File: src/rtl/rle_stream_addr_ctrl_pkg.sv
// Shared widths, helpers and pointer-command encoding for the RLE flash stream sequencer.
package rle_stream_addr_ctrl_pkg;

   typedef logic [2:0] cmd_t;

   // Pointer update sources, listed from lowest to highest priority
   localparam cmd_t CMD_NONE     = 3'd0;
   localparam cmd_t CMD_INC      = 3'd1;
   localparam cmd_t CMD_LOAD_REL = 3'd2;
   localparam cmd_t CMD_LOAD_ABS = 3'd3;
   localparam cmd_t CMD_CLEAR    = 3'd4;

   function automatic int aw_of(int addr_bits, int word_bytes);
      return addr_bits - $clog2(word_bytes);
   endfunction

   function automatic int sw_of(int num_slots);
      return (num_slots <= 2) ? 1 : $clog2(num_slots);
   endfunction

   function automatic int word_shift(int word_bytes);
      return $clog2(word_bytes);
   endfunction

endpackage

File: src/rtl/rle_stream_addr_ctrl_if.sv
// Request/response bundle between rle_video, the SPI flash path and the address sequencer.
interface rle_stream_addr_ctrl_if #(
   parameter int ADDR_BITS   = 24,
   parameter int WORD_BYTES  = 2,
   parameter int NUM_SLOTS   = 4,
   parameter int OFFSET_BITS = 8
);
   localparam int AW = rle_stream_addr_ctrl_pkg::aw_of(ADDR_BITS, WORD_BYTES);
   localparam int SW = rle_stream_addr_ctrl_pkg::sw_of(NUM_SLOTS);

   logic                   read_next;
   logic                   stop_read;
   logic                   clear_addr;
   logic [AW-1:0]          base_addr;
   logic                   save_abs;
   logic [SW-1:0]          save_slot;
   logic                   load_abs;
   logic [SW-1:0]          load_slot;
   logic                   mark_rel;
   logic                   load_rel;
   logic                   spi_busy;
   logic                   buf_empty;
   logic                   spi_start_read;
   logic                   spi_continue_read;
   logic [ADDR_BITS-1:0]   flash_addr;
   logic                   data_ready;
   logic                   started;
   logic [OFFSET_BITS-1:0] rel_off;

   modport master (
      output read_next, stop_read, clear_addr, base_addr, save_abs, save_slot,
             load_abs, load_slot, mark_rel, load_rel, spi_busy, buf_empty,
      input  spi_start_read, spi_continue_read, flash_addr, data_ready, started, rel_off
   );

   modport slave (
      input  read_next, stop_read, clear_addr, base_addr, save_abs, save_slot,
             load_abs, load_slot, mark_rel, load_rel, spi_busy, buf_empty,
      output spi_start_read, spi_continue_read, flash_addr, data_ready, started, rel_off
   );

endinterface

File: src/rtl/rle_stream_addr_ctrl_slots.sv
// Bookmark register file: one write port, one combinational read port, read-before-write.
module rle_stream_addr_ctrl_slots #(
   parameter int NUM_SLOTS = 4,
   parameter int AW        = 23,
   parameter int SW        = 2
) (
   input  logic          clk,
   input  logic          rst_n,
   input  logic          i_clr,
   input  logic          i_we,
   input  logic [SW-1:0] i_waddr,
   input  logic [AW-1:0] i_wdata,
   input  logic [SW-1:0] i_raddr,
   output logic [AW-1:0] o_rdata,
   output logic          o_hit
);

   logic [AW-1:0] r_mem [NUM_SLOTS];

   // Indices beyond NUM_SLOTS match no slot, so those writes vanish and reads miss
   for (genvar g = 0; g < NUM_SLOTS; g++) begin : g_slot
      always_ff @(posedge clk or negedge rst_n) begin
         if (!rst_n)                              r_mem[g] <= '0;
         else if (i_clr)                          r_mem[g] <= '0;
         else if (i_we && (i_waddr == SW'(g)))    r_mem[g] <= i_wdata;
      end
   end

   always_comb begin
      o_rdata = '0;
      o_hit   = 1'b0;
      for (int i = 0; i < NUM_SLOTS; i++) begin
         if (i_raddr == SW'(i)) begin
            o_rdata = r_mem[i];
            o_hit   = 1'b1;
         end
      end
   end

endmodule

File: src/rtl/rle_stream_addr_ctrl.sv
// Flash word-pointer sequencer: start/continue handshake, bookmarks and saturating rewind counter.
module rle_stream_addr_ctrl
   import rle_stream_addr_ctrl_pkg::*;
#(
   parameter int ADDR_BITS   = 24,
   parameter int WORD_BYTES  = 2,
   parameter int NUM_SLOTS   = 4,
   parameter int OFFSET_BITS = 8
) (
   input logic                  clk,
   input logic                  rst_n,
   rle_stream_addr_ctrl_if.slave bus
);

   localparam int AW         = aw_of(ADDR_BITS, WORD_BYTES);
   localparam int SW         = sw_of(NUM_SLOTS);
   localparam int WORD_SHIFT = word_shift(WORD_BYTES);

   logic [AW-1:0]          r_ptr;
   logic [AW-1:0]          w_ptr_nxt;
   logic [AW-1:0]          w_slot_rdata;
   logic                   w_slot_hit;
   logic                   r_started;
   logic [OFFSET_BITS-1:0] r_rel_off;
   logic                   w_start;
   logic                   w_cont;
   cmd_t                   w_cmd;

   assign w_start = bus.read_next & ~r_started;
   assign w_cont  = bus.read_next &  r_started;

   assign bus.spi_start_read    = w_start;
   assign bus.spi_continue_read = w_cont;
   assign bus.flash_addr        = ADDR_BITS'(r_ptr) << WORD_SHIFT;
   assign bus.data_ready        = r_started & (~bus.spi_busy | ~bus.buf_empty) & ~bus.read_next;
   assign bus.started           = r_started;
   assign bus.rel_off           = r_rel_off;

   rle_stream_addr_ctrl_slots #(
      .NUM_SLOTS (NUM_SLOTS),
      .AW        (AW),
      .SW        (SW)
   ) u_slots (
      .clk     (clk),
      .rst_n   (rst_n),
      .i_clr   (bus.clear_addr),
      .i_we    (bus.save_abs),
      .i_waddr (bus.save_slot),
      .i_wdata (r_ptr - AW'(1)),
      .i_raddr (bus.load_slot),
      .o_rdata (w_slot_rdata),
      .o_hit   (w_slot_hit)
   );

   // A load from a missing slot drops through to rewind/increment
   always_comb begin
      w_cmd = CMD_NONE;
      if (bus.clear_addr)                  w_cmd = CMD_CLEAR;
      else if (bus.load_abs && w_slot_hit) w_cmd = CMD_LOAD_ABS;
      else if (bus.load_rel)               w_cmd = CMD_LOAD_REL;
      else if (w_cont)                     w_cmd = CMD_INC;
   end

   always_comb begin
      w_ptr_nxt = r_ptr;
      case (w_cmd)
         CMD_CLEAR:    w_ptr_nxt = bus.base_addr;
         CMD_LOAD_ABS: w_ptr_nxt = w_slot_rdata;
         CMD_LOAD_REL: w_ptr_nxt = r_ptr - AW'(r_rel_off);
         CMD_INC:      w_ptr_nxt = r_ptr + AW'(1);
         default:      w_ptr_nxt = r_ptr;
      endcase
   end

   always_ff @(posedge clk or negedge rst_n) begin
      if (!rst_n) r_ptr <= '0;
      else        r_ptr <= w_ptr_nxt;
   end

   always_ff @(posedge clk or negedge rst_n) begin
      if (!rst_n)             r_started <= 1'b0;
      else if (bus.stop_read) r_started <= 1'b0;
      else if (bus.read_next) r_started <= 1'b1;
   end

   always_ff @(posedge clk or negedge rst_n) begin
      if (!rst_n)                          r_rel_off <= '0;
      else if (bus.clear_addr)             r_rel_off <= '0;
      else if (bus.mark_rel)               r_rel_off <= OFFSET_BITS'(1);
      else if (w_cont && (r_rel_off != '1)) r_rel_off <= r_rel_off + OFFSET_BITS'(1);
   end

endmodule

File: src/flat_wrapper.sv
// flat-port wrapper written by rule: the top's interface ports become plain ports
module rle_stream_addr_ctrl_flat import rle_stream_addr_ctrl_pkg::*;
#(
   parameter int ADDR_BITS   = 24,
   parameter int WORD_BYTES  = 2,
   parameter int NUM_SLOTS   = 4,
   parameter int OFFSET_BITS = 8
)
  (clk, rst_n, bus_read_next, bus_stop_read, bus_clear_addr, bus_base_addr, bus_save_abs, bus_save_slot, bus_load_abs, bus_load_slot, bus_mark_rel, bus_load_rel, bus_spi_busy, bus_buf_empty, bus_spi_start_read, bus_spi_continue_read, bus_flash_addr, bus_data_ready, bus_started, bus_rel_off);
  rle_stream_addr_ctrl_if #(.ADDR_BITS(ADDR_BITS), .WORD_BYTES(WORD_BYTES), .NUM_SLOTS(NUM_SLOTS), .OFFSET_BITS(OFFSET_BITS)) bus_i ();
  input logic clk;
  input logic rst_n;
  input wire logic [$bits(bus_i.read_next)-1:0] bus_read_next;
  input wire logic [$bits(bus_i.stop_read)-1:0] bus_stop_read;
  input wire logic [$bits(bus_i.clear_addr)-1:0] bus_clear_addr;
  input wire logic [$bits(bus_i.base_addr)-1:0] bus_base_addr;
  input wire logic [$bits(bus_i.save_abs)-1:0] bus_save_abs;
  input wire logic [$bits(bus_i.save_slot)-1:0] bus_save_slot;
  input wire logic [$bits(bus_i.load_abs)-1:0] bus_load_abs;
  input wire logic [$bits(bus_i.load_slot)-1:0] bus_load_slot;
  input wire logic [$bits(bus_i.mark_rel)-1:0] bus_mark_rel;
  input wire logic [$bits(bus_i.load_rel)-1:0] bus_load_rel;
  input wire logic [$bits(bus_i.spi_busy)-1:0] bus_spi_busy;
  input wire logic [$bits(bus_i.buf_empty)-1:0] bus_buf_empty;
  output wire logic [$bits(bus_i.spi_start_read)-1:0] bus_spi_start_read;
  output wire logic [$bits(bus_i.spi_continue_read)-1:0] bus_spi_continue_read;
  output wire logic [$bits(bus_i.flash_addr)-1:0] bus_flash_addr;
  output wire logic [$bits(bus_i.data_ready)-1:0] bus_data_ready;
  output wire logic [$bits(bus_i.started)-1:0] bus_started;
  output wire logic [$bits(bus_i.rel_off)-1:0] bus_rel_off;
  assign bus_i.read_next = bus_read_next;
  assign bus_i.stop_read = bus_stop_read;
  assign bus_i.clear_addr = bus_clear_addr;
  assign bus_i.base_addr = bus_base_addr;
  assign bus_i.save_abs = bus_save_abs;
  assign bus_i.save_slot = bus_save_slot;
  assign bus_i.load_abs = bus_load_abs;
  assign bus_i.load_slot = bus_load_slot;
  assign bus_i.mark_rel = bus_mark_rel;
  assign bus_i.load_rel = bus_load_rel;
  assign bus_i.spi_busy = bus_spi_busy;
  assign bus_i.buf_empty = bus_buf_empty;
  assign bus_spi_start_read = bus_i.spi_start_read;
  assign bus_spi_continue_read = bus_i.spi_continue_read;
  assign bus_flash_addr = bus_i.flash_addr;
  assign bus_data_ready = bus_i.data_ready;
  assign bus_started = bus_i.started;
  assign bus_rel_off = bus_i.rel_off;
  rle_stream_addr_ctrl #(.ADDR_BITS(ADDR_BITS), .WORD_BYTES(WORD_BYTES), .NUM_SLOTS(NUM_SLOTS), .OFFSET_BITS(OFFSET_BITS)) u_core (.clk(clk), .rst_n(rst_n), .bus(bus_i));
endmodule
File: config.mk
export PLATFORM = sky130hd
export DESIGN_NAME = rle_stream_addr_ctrl_flat
export DESIGN_NICKNAME = d
export VERILOG_FILES = /design/src/rtl/rle_stream_addr_ctrl_pkg.sv /design/src/rtl/rle_stream_addr_ctrl_if.sv /design/src/rtl/rle_stream_addr_ctrl_slots.sv /design/src/rtl/rle_stream_addr_ctrl.sv /design/src/flat_wrapper.sv
export SDC_FILE = /design/constraint.sdc
export NUM_CORES = 1
export LEC_CHECK = 0
export ABC_CLOCK_PERIOD_IN_PS = 7350
export CAP_MARGIN = 20
export CORE_MARGIN = 3
export CORE_UTILIZATION = 25
export CTS_BUF_LIST = sky130_fd_sc_hd__clkbuf_2
export DETAILED_ROUTE_END_ITERATION = 8
export SYNTH_ARGS = -nofsm -noshare
export SYNTH_HDL_FRONTEND = slang
export SYNTH_SLANG_ARGS = --single-unit
File: constraint.sdc
create_clock -name clk -period 7.35 [get_ports clk]
set_input_delay 1.1025 -clock clk [delete_from_list [all_inputs] [get_ports clk]]
set_output_delay 1.1025 -clock clk [all_outputs]
set_load 0.02 [all_outputs]
==> results.md, run 1 <==
Routing:
- The mean routed wirelength per cell is 17.7 microns.
- The total via count in the routed design is 5821.
- The first-pass iteration count of the detailed router is 5.
- The mean number of vias per cell is around 4.9.
- The total detailed-routing wirelength is about 21000 microns.
- The post-detailed-route count of antenna-violating nets is 0.
- The DRC violation total after the first TritonRoute iteration is 559.
- The number of design rule violations left after detail routing is 0.

Yosys:
- The number of different library cells in the post-synthesis netlist is 64.
- The synthesized design contains ~120 register bits.
- The synthesized instance count is between 700 and 800.
- The synthesized area per cell is 10.1 sq um.
- The Yosys step of the flow raised 0 warnings.
- By count the netlist is led by 124 x dfrtp_1, 86 x nand2_1, 66 x nor2_1, 54 x o31ai_1, 36 x a21oi_1.
- The sequential cell area fraction in the yosys report is 0.427.
- By area the synthesized netlist is led by dfrtp_1 43%, mux4_2 7.1%, o31ai_1 5.6%.
- The main flop type after synthesis is dfrtp_1.
- The post-synth net total is 786.
- The share of the synthesized area in the top cell type is 0.427.
- In this run, synthesis inferred 0 flip-flops with an integrated enable.
- In the synthesized netlist the async set-or-reset flop fraction comes to 1.00.
- The summed instance area of the synthesized netlist is 7270 sq um.
- Yosys instantiated no cell more often than dfrtp_1.
- The dominant cell type by area after synthesis is dfrtp_1.

Power:
- The proportion of power drawn by flip-flops and latches is 0.451.
- The areal power density over the cells is 221 nW/um^2.
- Of the total power, combinational logic draws 0.311.
- The power dissipated by switching net loads is 705 uW.
- The internal portion of the total power is 1.20 mW.
- The largest vdd supply drop is 0.0878 mV.
- Of the total power, the share spent switching nets is 0.370.
- The static leakage power is 3.56 nW.
- Of the total power, the clock network draws 0.239.

CTS:
- The post-CTS resize count is 0.
- The root cell of the clock tree is clkbuf_2.
- The clock tree synthesis step divided the H-tree into 4 levels.
- Clock latency on the worst-skew pair, taken at its later pin, is 0.72 ns.
- The quantity of hold-fixing buffers added after cts is 0.
- The TritonCTS clock tree is built.
- Counting along the longest clock path gives a buffer depth of 2.
- Buffers inserted during clock tree synthesis total 17.
- Counting every sink on the clock net gives 124.
- Buffers added to address setup during post-CTS repair amount to 0.
- Clock-pin slew was measured on the worst setup and hold paths at around 0.21 ns.

Finish:
- The layout cell share with drive strength beyond 1 is 0.144.
- The final layout net count is between 800 and 900.
- In the final layout, the multi-input gates occupy about 3900 sq um.
- Compared with the post-synthesis result, the final layout area differs by 18.8%.
- Fill cells in the final layout number 2962.
- 0 antenna diodes ended up in the layout.
- Summing all flip-flop and latch instances after layout gives 3100 sq um.
- The post-route cell area is 8640 sq um.

Status:
- The run finished with clean final reports.

Critical path:
- STA classifies the critical path endpoint as a register.
- The maximum fanout encountered on the critical timing path is 9.
- The required time of the critical path is roughly 8.0 ns.
- The startpoint class of the critical path is a register.
- The arrival time at the worst endpoint is 5.71 ns.
- The worst register-to-register path begins at u_core.bus.rel_off[0].
- The start-to-end type of the worst setup path is reg2reg.
- The most critical setup path has its startpoint at u_core.bus.rel_off[0].

Place:
- The total cell area at the placement stage is ~8400 sq um.
- OpenSTA, run right after detailed placement, puts the worst setup slack at ~1.6 ns.
- Routability-driven placement finished with a final weighted congestion of 0.913.
- The number of buffers added on ports is 72.
- The half-perimeter wire length of the detailed placement result is 15000 microns.

Floorplanning:
- The number of top-level pins is 74.
- The total area inside the core boundary comes to around 28000 sq um.
- The floorplan die width is 177 microns.
- The die covers between 30000 and 40000 sq um.
- For this configuration, the core starts out at a cell density of 0.257.
- The cell row count is between 60 and 70.
- The floorplan die height is between 150 and 200 microns.

Timing:
- Setup violations remaining at the end of the flow were counted as 0.
- Derived from the worst setup path, the maximum achievable clock frequency is slightly below 0.2 GHz.
- Setup slack closes at 2.28 ns.
- The hold violation count in the final report is 0.
- The ratio of final minimum period to clock period is 0.690.
- The max-slew violation count is 0.
- The minimum clock period after layout is 5.07 ns.
- The slew of the pin with the lowest slew margin is between 0.9 and 1 ns.
- Between clock sinks in the finished design, the worst skew comes to just under 0.04 ns.
- The worst slew slack as a fraction of its limit is 0.369.
- Setup total negative slack on the finished layout was measured at 0 ns.
- Setup repair after global routing left no endpoint under its margin.

Global routing:
- The final global-route overflow total is 0.
- The via count of the first global-routing pass is 5797.
- The initial antenna violation count came to 0.
- The total routing usage reported by global routing is 0.136.
- Entering global routing, the biggest net connects between 70 and 80 pins.
- The wire length of the first global-routing pass is 33100 microns.

Job:
- Across the run, the number of max-cap violations was 0.

Min path:
- The type of the worst min-delay path is in2async.
==> placed cells by master, fill, tap and decap left out, types with 5 or more instances in the layout <==
cell / synthesis / final
o22ai_1: 9 / 9
clkdlybuf4s50_1: 0 / 69
a2bb2oi_1: 5 / 5
nand2_1: 86 / 86
a21o_1: 9 / 9
nor3_1: 9 / 9
or2_2: 7 / 7
o21a_1: 14 / 14
mux4_2: 23 / 23
nand3_1: 9 / 9
o221ai_1: 7 / 7
mux2_2: 26 / 26
a211oi_1: 10 / 10
inv_1: 20 / 20
a21oi_1: 36 / 36
clkbuf_2: 0 / 17
xnor2_1: 28 / 28
dfrtp_1: 124 / 124
and3_1: 7 / 7
nor2_1: 66 / 62
buf_4: 1 / 13
o21ai_0: 19 / 19
o31ai_1: 54 / 54
xor2_1: 18 / 18
ha_1: 24 / 24
==> metal layers <==
layer	vias to the layer above	GRT usage	wire, microns
met4	0	0.0268	277
met1	2886	0.191	9800
met5	-	0	0
li1	2791	-	-
met3	21	0.0368	1080
met2	123	0.212	9620
==> flip-flops by register name, summed over array words and instances, names as in the netlist <==
name	count
u_core.bus.started	1
u_core.u_slots.r_mem	92
u_core.r_ptr	23
u_core.bus.rel_off	8
==> cells by family (layout without fill, tap and decap cells) <==
family | Yosys count | in the layout | synth area share
AO/OA/AOI/OAI | 193 | 193 | 0.184
XOR/XNOR | 46 | 46 | 0.0554
adder cells (fa/ha/maj) | 28 | 28 | 0.0482
buffers and inverters | 63 | 138 | 0.0342
flip-flops | 124 | 124 | 0.427
multiplexers | 50 | 50 | 0.113
other | 1 | 1 | 0.000516
AND/OR/NAND/NOR | 218 | 218 | 0.138
==> worst paths after layout <==
check,endpoint,slack (ns),cells past startpoint
min in group clk,u_core.u_slots.r_mem[44],0.49,2
max in group asynchronous,u_core.r_ptr[17],5.50,2
setup reg to reg,u_core.r_ptr[21],2.28,15
hold / removal,u_core.u_slots.r_mem[57],0.41,1
setup / recovery,u_core.r_ptr[21],2.28,15
hold reg to reg,u_core.u_slots.r_mem[44],0.49,2
==> power by group through the flow <==
stage / clock network [mW] / registers [mW] / logic, mW
after CTS: 0.471 / 0.859 / 0.596
final: 0.455 / 0.860 / 0.593
after floorplan: 0 / 0.861 / 0.390
after global placement: 0 / 0.869 / 0.589
after detailed placement: 0 / 0.872 / 0.593
after global routing: 0.506 / 0.872 / 0.652
==> cell type report <==
| type | instances | area share |
|---|---|---|
| clock buffers | 17 | 0.00985 |
| clock inverters | 15 | 0.0188 |
| inverters | 22 | 0.00956 |
| multi-input cells | 536 | 0.455 |
| flip-flops and latches | 124 | 0.359 |
| well taps | 378 | 0.0548 |
| repair buffers | 84 | 0.0924 |
==> worst max-delay path, stage by stage, from the launching register on <==
cell and delay, ns:
dfrtp_1 0.48, inv_1 0.14, ha_1 0.18, nor3b_1 0.47, nand3_1 0.26, nand2_1 0.31, clkinv_1 0.39, ha_1 0.46
a21o_1 0.19, a211oi_1 0.47, o21a_1 0.23, a21oi_1 0.10, nor4b_1 0.69, nor3_1 0.12, o41ai_1 0.34, o22a_1 0.17
==> metrics by stage <==
step | power, mW | hold slack [ns] | std cells | utilization
5_1_grt | 2.03 | 0.368 | 1176 | 0.306
6_report | 1.91 | 0.410 | 1176 | 0.306
3_5_place_dp | 1.46 | 0.461 | 1144 | 0.297
4_1_cts | 1.93 | 0.378 | 1176 | 0.306
2_1_floorplan | 1.25 | 0.443 | 723 | -
3_3_place_gp | 1.46 | 0.455 | 1144 | 0.297
(Power assumes the default switching activity.)
==> run 2, diff against run 1 <==
ABC_CLOCK_PERIOD_IN_PS = 4050   (was 7350)
clock period = 4.05 ns   (was 7.35 ns; I/O delays follow)
==> run 2 against run 1 <==
Compared with the run above:
- cell count rose by 6.0%
- critical path depth unchanged
- total power increased by 91%
- flip-flop and latch count is the same
- largest power group unchanged
- register-to-register slack lost 2.1 ns
- clock skew is 0.0082 ns lower
- via count up 6.5%
- fmax up 32%
==> results.md, run 2 (synthesis gave the netlist of run 1 again) <==
Status:
- The run finished with clean final reports.

Routing:
- The detailed router placed approximately 6200 vias in this run.
- The detailed router finished its first iteration with 460 violations.
- In the final routed layout, each cell accounts on average for around 18 microns.
- In the routed design, unresolved DRC markers number 0.
- After detailed routing, the total wire length is 22200 microns.
- The mean number of vias per cell is 4.97.
- The post-detailed-route count of antenna-violating nets is 0.
- The first-pass iteration count of the detailed router is 5.

Finish:
- Measured on the finished design, the core utilization comes to 0.327.
- In the final design database the tool counted between 900 and 1000 nets.
- The number of antenna diodes in the final layout is 0.
- In the final layout, flip-flops and latches occupy 3100 sq um.
- Leaving out fill and tap cells, the most frequent cell in the layout is dfrtp_1.
- The register with the most flip-flops in the layout has between 90 and 100 of them.
- The finished cells cover 9240 sq um.
- The number of inserted filler cells in the final layout is between 2000 and 3000.
- The area added between synthesis and finish is 27.1%.
- In the final layout, the multi-input gates occupy approximately 4000 sq um.
- The library cells used most frequently in the layout, excluding fill and tap cells, are 124 x dfrtp_1, 86 x nand2_1, 83 x buf_4.
- The final standard cell count with taps included and fillers excluded is 1247.
- Ranked by flip-flop count, first place goes to u_core.u_slots.r_mem.
- The layout cell share with drive strength beyond 1 is 0.221.

Critical path:
- The cell with the largest stage delay on the worst path is or4_1.
- STA classifies the critical path endpoint as a register.
- The startpoint class of the critical path is a register.
- Traced cell by cell, the critical path runs through or4_1 > nor2b_1 > ha_1 > and2_1 > ha_1 > nand3_1 > nor2_1 > a211oi_1 > buf_4 > a311oi_2 > a41oi_2 > o41a_1 > xnor2_2 > o21ai_0 > o2bb2a_1.
- For this run, the slowest stage of the critical path takes around 0.58 ns.
- The number of buffer and inverter stages on the critical path is 1.
- The required time of the critical path is 4.68 ns.
- The family with the most delay on the worst path is compound AO/OA/AOI/OAI gates.
- The start-to-end type of the worst setup path is reg2reg.
- The arrival time at the worst endpoint is 4.47 ns.
- The maximum fanout encountered on the critical timing path is 3.
- The library cell appearing most often on the critical path is ha_1.

CTS:
- The TritonCTS sink count is 124.
- Clock latency on the worst-skew pair, taken at its later pin, is 0.72 ns.
- TritonCTS built the clock tree.
- The number of setup buffers added after CTS is 0.
- The clock input transition at the sequential cells of the worst setup and hold paths is 0.21 ns.
- The clock passes through at most 2 buffers.
- The clock tree synthesis step divided the H-tree into 4 levels.
- CTS placed an instance of clkbuf_2 at the clock tree root.
- The number of buffers created by CTS is 17.

Floorplanning:
- The die is 177 microns tall.
- The floorplan die area is between 30000 and 40000 sq um.
- 74 I/O pins were placed.
- The floorplan has 61 rows.
- The starting density of the core is 0.257.
- The standard cell core area is 28200 sq um.
- The floorplan die width is approximately 180 microns.

Global routing:
- The via count of the first global-routing pass is 6144.
- The total overflow left after global routing is 0.
- The initial antenna violation count was 0.
- The total routing usage reported by global routing is 0.143.
- Entering global routing, the biggest net connects 69 pins.
- The first global-routing pass estimated 34700 microns of wire.

Timing:
- The ratio of final minimum period to clock period is 0.947.
- The hold violation count in the final report is 0.
- The maximum clock frequency is 0.261 GHz.
- The minimum clock period after layout is 3.83 ns.
- Setup violations remaining at the end of the flow were counted as 0.
- The setup TNS is 0 ns.
- At the pin with the least slew margin, the transition time is 0.845 ns.
- Clock skew on the completed layout was measured at about 0.032 ns.
- Hold is met by roughly 0.38 ns.
- The max-slew violation count is 0.
- The worst path meets setup with 0.215 ns of slack.
- The worst slew slack as a fraction of its limit is 0.436.
- Setup repair after global routing left no endpoint under its margin.

Job:
- The number of maximum-capacitance violations is 0.

Place:
- The number of buffers added on ports is 72.
- OpenSTA, run right after detailed placement, puts the worst setup slack at -0.261 ns.
- Once detailed placement completed, the half-perimeter wirelength came to 16000 microns.
- The placed instance count is 1214.
- The global placement routability congestion is 0.891.
- The placed instances occupy a cell area of between 8000 and 9000 sq um.

Power:
- The total power is 3.65 mW.
- The areal power density over the cells is 395 nW/um^2.
- The static leakage power is 3.93 nW.
- VDD sags by at most 0.175 mV.

Min path:
- In this run the worst hold path is classified as in2reg.
-- run 2: cell type report --
| type | instances | share of cell area |
|---|---|---|
| Multi-Input combinational cell | 536 | 0.431 |
| Sequential cell | 124 | 0.336 |
| Timing Repair Buffer | 155 | 0.144 |
| Tap cell | 378 | 0.0512 |
| Clock inverter | 14 | 0.0184 |
| Clock buffer | 18 | 0.00975 |
| Inverter | 22 | 0.00894 |
-- run 2: routing by layer --
metal | track usage | wire, microns | vias up
li1 | - | - | 2930
met1 | 0.201 | 10500 | 3103
met2 | 0.223 | 10300 | 142
met3 | 0.0359 | 1090 | 27
met4 | 0.0304 | 283 | 0
met5 | 0 | 0 | -
-- run 2: worst reg2reg max path: stages (launching register included) --
cell,delay (ns)
dfrtp_1,0.41
or4_1,0.58
nor2b_1,0.19
ha_1,0.25
and2_1,0.14
ha_1,0.29
nand3_1,0.09
nor2_1,0.11
a211oi_1,0.05
buf_4,0.14
a311oi_2,0.30
a41oi_2,0.22
o41a_1,0.48
xnor2_2,0.15
o21ai_0,0.15
o2bb2a_1,0.22
-- run 2: worst paths after layout --
kind	end	cells past startpoint	slack [ns]	start
max	u_core.r_ptr[22]	15	0.22	u_core.bus.rel_off[1]
min	u_core.bus.started	2	0.38	bus_stop_read
max reg2reg	u_core.r_ptr[22]	15	0.22	u_core.bus.rel_off[1]
min reg2reg	u_core.u_slots.r_mem[54]	2	0.50	u_core.u_slots.r_mem[54]
max in group asynchronous	u_core.u_slots.r_mem[12]	3	2.61	rst_n
min in group asynchronous	u_core.u_slots.r_mem[16]	2	0.51	rst_n
-- run 2: timing repair --
action | 4_1_cts | 5_1_grt
endpoints found under the setup margin | 0 | 7
hold endpoints to repair | 60 | 0
hold buffers | 1 | 0
gates resized for setup | 0 | 8
-- run 2: where the power goes --
group          internal [mW]  switching [mW]  total [mW]
Combinational          0.601           0.623        1.22
Clock                  0.347           0.520       0.867
Sequential              1.40           0.158        1.55
Total                   2.34            1.30        3.65
==> run 3, diff against run 2 <==
REMOVE_ABC_BUFFERS = 1   (was not set)
==> run 3 against run 2 <==
Compared with the run above:
- via count shrank 0.26%
- design area shrank 0.65%
- core utilization shrank 0.21 points
- critical path depth shrank 1
- hold slack gained 0.012 ns
- highest routed layer unchanged
==> results.md, run 3 (synthesis gave the netlist of run 1 again) <==
Finish:
- The post-route core utilization is 0.325.
- The library cell used most frequently in the layout, excluding fill and tap cells, is dfrtp_1.
- 0 antenna diodes ended up in the layout.
- The register with the most flip-flops in the layout has roughly 90 of them.
- The number of inserted filler cells in the final layout is 2962.
- The footprint of the multi-input gates is 3970 sq um.
- From synthesis to final layout, the design area changed by 26.2%.
- In the final layout, flip-flops and latches occupy around 3100 sq um.
- The layout cell share with drive strength beyond 1 is 0.219.
- The final standard cell count with taps included and fillers excluded is ~1200.
- The top cell types in the final layout, fill and taps aside, are 124 x dfrtp_1, 86 x nand2_1, 85 x buf_4.
- After the last flow step, the layout net total stands at 921.
- u_core.u_slots.r_mem holds more flip-flops than any other register.

Global routing:
- The initial antenna violation count is 0.
- The first global-routing pass estimated 35200 microns of wire.
- The largest net degree at the start of global routing is 84.
- Global routing finished with a remaining overflow of 0.
- The via count of the first global-routing pass was approximately 6300.
- Across every metal layer, demand over resource in global routing totals 0.144.

Min path:
- For hold timing, the worst endpoint is u_core.bus.started.
- The type of the worst min-delay path is in2reg.
- The hold path startpoint is bus_stop_read.
- The worst hold path was traced through 2 stages.

CTS:
- Clock-pin slew was measured on the worst setup and hold paths at ~0.2 ns.
- The number of buffers created by CTS is 17.
- Clock latency on the worst-skew pair, taken at its later pin, is 0.71 ns.
- The buffer levels on the longest clock path is 2.
- The TritonCTS sink count is 124.
- The CTS H-tree depth is 4.
- The root cell of the clock tree is clkbuf_2.
- The post-CTS repair timing setup buffer count is 0.
- The TritonCTS clock tree is built.

Critical path:
- Of all nets on the critical path, the largest fanout is 3.
- The sort of element at the end of the critical path is a register.
- Grouping stages by cell kind, the critical path spends the most delay in compound AO/OA/AOI/OAI gates.
- The worst setup path is of the reg2reg kind.
- The arrival time at the worst endpoint is 4.47 ns.
- The required time of the critical path is 4.67 ns.
- Counting stages on the worst path, the most repeated cell is ha_1.
- The number of buffer and inverter stages on the critical path is 0.
- The number of cells traversed by the worst register-to-register path is 14.
- The worst register-to-register path begins at u_core.bus.rel_off[1].
- The signal on the critical path passes through or4_1 > nor2b_2 > ha_1 > and2_1 > ha_1 > nand3_1 > nor2_1 > o21ai_1 > a311oi_2 > a41oi_1 > o41a_1 > xnor2_2 > a21oi_1 > o2bb2a_1.
- The delay of the slowest cell on the worst path is 0.62 ns.
- The startpoint class of the critical path is a register.
- The worst register-to-register path has a setup slack of 0.21 ns.
- The slowest stage of the critical path is the or4_1 cell.
- The end of the worst register-to-register path is u_core.r_ptr[22].

Timing:
- Setup repair after global routing left no endpoint under its margin.
- The max-slew violation count is 0.
- Setup violations remaining at the end of the flow were counted as 0.
- The slew of the pin with the lowest slew margin is approximately 0.92 ns.
- The hold violation count in the final report is 0.
- After layout, the worst setup slack is between 0.2 and 0.25 ns.
- The clock arrives with about 0.027 ns of skew.
- The maximum clock frequency is 0.260 GHz.
- The worst slew slack as a fraction of its limit is 0.385.
- The ratio of final minimum period to clock period is 0.949.
- The setup TNS is 0 ns.
- Across all hold checks on the routed design, the worst slack comes to 0.395 ns.
- The worst path needs a little under 4 ns of the cycle, external delays included.

Place:
- The placed instance count is roughly 1200.
- At the end of routability-driven placement, the weighted congestion stood at 0.894.
- The half-perimeter wire length of the detailed placement result is 15800 microns.
- The number of buffers added on ports is 72.
- The post-placement setup slack is -0.325 ns.

Routing:
- The post-detailed-route count of antenna-violating nets is 0.
- Using the TritonRoute via totals, the vias-per-cell ratio works out to 4.95.
- In the final routed layout, each cell accounts on average for 17.5 microns.
- Wires add up to approximately 22000 microns.
- The detailed router finished its first iteration with between 400 and 500 violations.
- The first-pass iteration count of the detailed router is 5.
- The total via count in the routed design is 6186.
- After detailed routing, the number of remaining DRC violations is 0.

Power:
- The largest vdd supply drop is between 0.1 and 0.15 mV.
- In this run the static leakage power is 3.91 nW.
- In this run the power density over the cells is 378 nW/um^2.

Floorplanning:
- The die is 177 microns tall.
- 74 I/O pins were placed.
- In this run the standard cell core region covers 28200 sq um.
- The floorplan die width is 177 microns.
- The die covers just over 30000 sq um.
- For this configuration, the core starts out at a cell density of 0.257.
- The floorplan has a little over 60 rows.

Status:
- The flow ran to the end, and the final reports show no timing, DRC or antenna violations.

Job:
- Max-cap violations in this run came to 0.
-- run 3: cell types whose count changed in the layout (fill, tap and decap cells not counted), sizes merged --
cell / change
bufinv: -2
clkinvlp: +2
buf: +2
clkinv: -1
clkbuf: +1
-- run 3: area by class of cell --
cell class,instances,share of cell area
Multi-Input combinational cell,536,0.433
Clock buffer,19,0.0104
Sequential cell,124,0.338
Timing Repair Buffer,157,0.147
Tap cell,378,0.0515
Clock inverter,13,0.0112
Inverter,22,0.00900
-- run 3: worst max path at each step --
stage | from | to | slack (ns) | cells past startpoint
2_1_floorplan | u_core.bus.rel_off[0] | u_core.r_ptr[22] | -0.16 | 16
3_3_place_gp | bus_read_next | u_core.r_ptr[22] | -0.22 | 17
3_5_place_dp | bus_load_abs | u_core.r_ptr[20] | -0.32 | 16
4_1_cts | u_core.bus.rel_off[0] | u_core.r_ptr[20] | 0.03 | 16
5_1_grt | u_core.bus.rel_off[0] | u_core.r_ptr[19] | 0.05 | 18
6_report | u_core.bus.rel_off[1] | u_core.r_ptr[22] | 0.21 | 14
-- run 3: metrics by stage --
stage | power [mW] | instance area [sq um]
2_1_floorplan | 2.23 | 7100
3_3_place_gp | 2.76 | 8930
3_5_place_dp | 2.78 | 8930
4_1_cts | 3.49 | 9140
5_1_grt | 3.70 | 9180
6_report | 3.47 | 9180
-- run 3: routing by layer --
| metal | global-route usage | routed length [microns] | up-vias | share of wire |
|---|---|---|---|---|
| met1 | 0.204 | 10500 | 3064 | 0.48 |
| met3 | 0.0280 | 1070 | 14 | 0.049 |
| met4 | 0.0272 | 181 | 0 | 0.0083 |
| met2 | 0.229 | 10100 | 179 | 0.46 |
| li1 | - | - | 2929 | - |
| met5 | 0 | 0 | - | 0 |
-- run 3: report_power, final --
group / switching, mW / internal [mW]
registers: 0.159 / 1.40
logic: 0.613 / 0.602
clock network: 0.486 / 0.215
total: 1.26 / 2.21
-- run 3: repair_timing --
action / CTS / global route
resized for setup: 0 / 9
endpoints found under the hold margin: 48 / 0
hold buffers: 1 / 0
setup endpoints to repair: 0 / 10
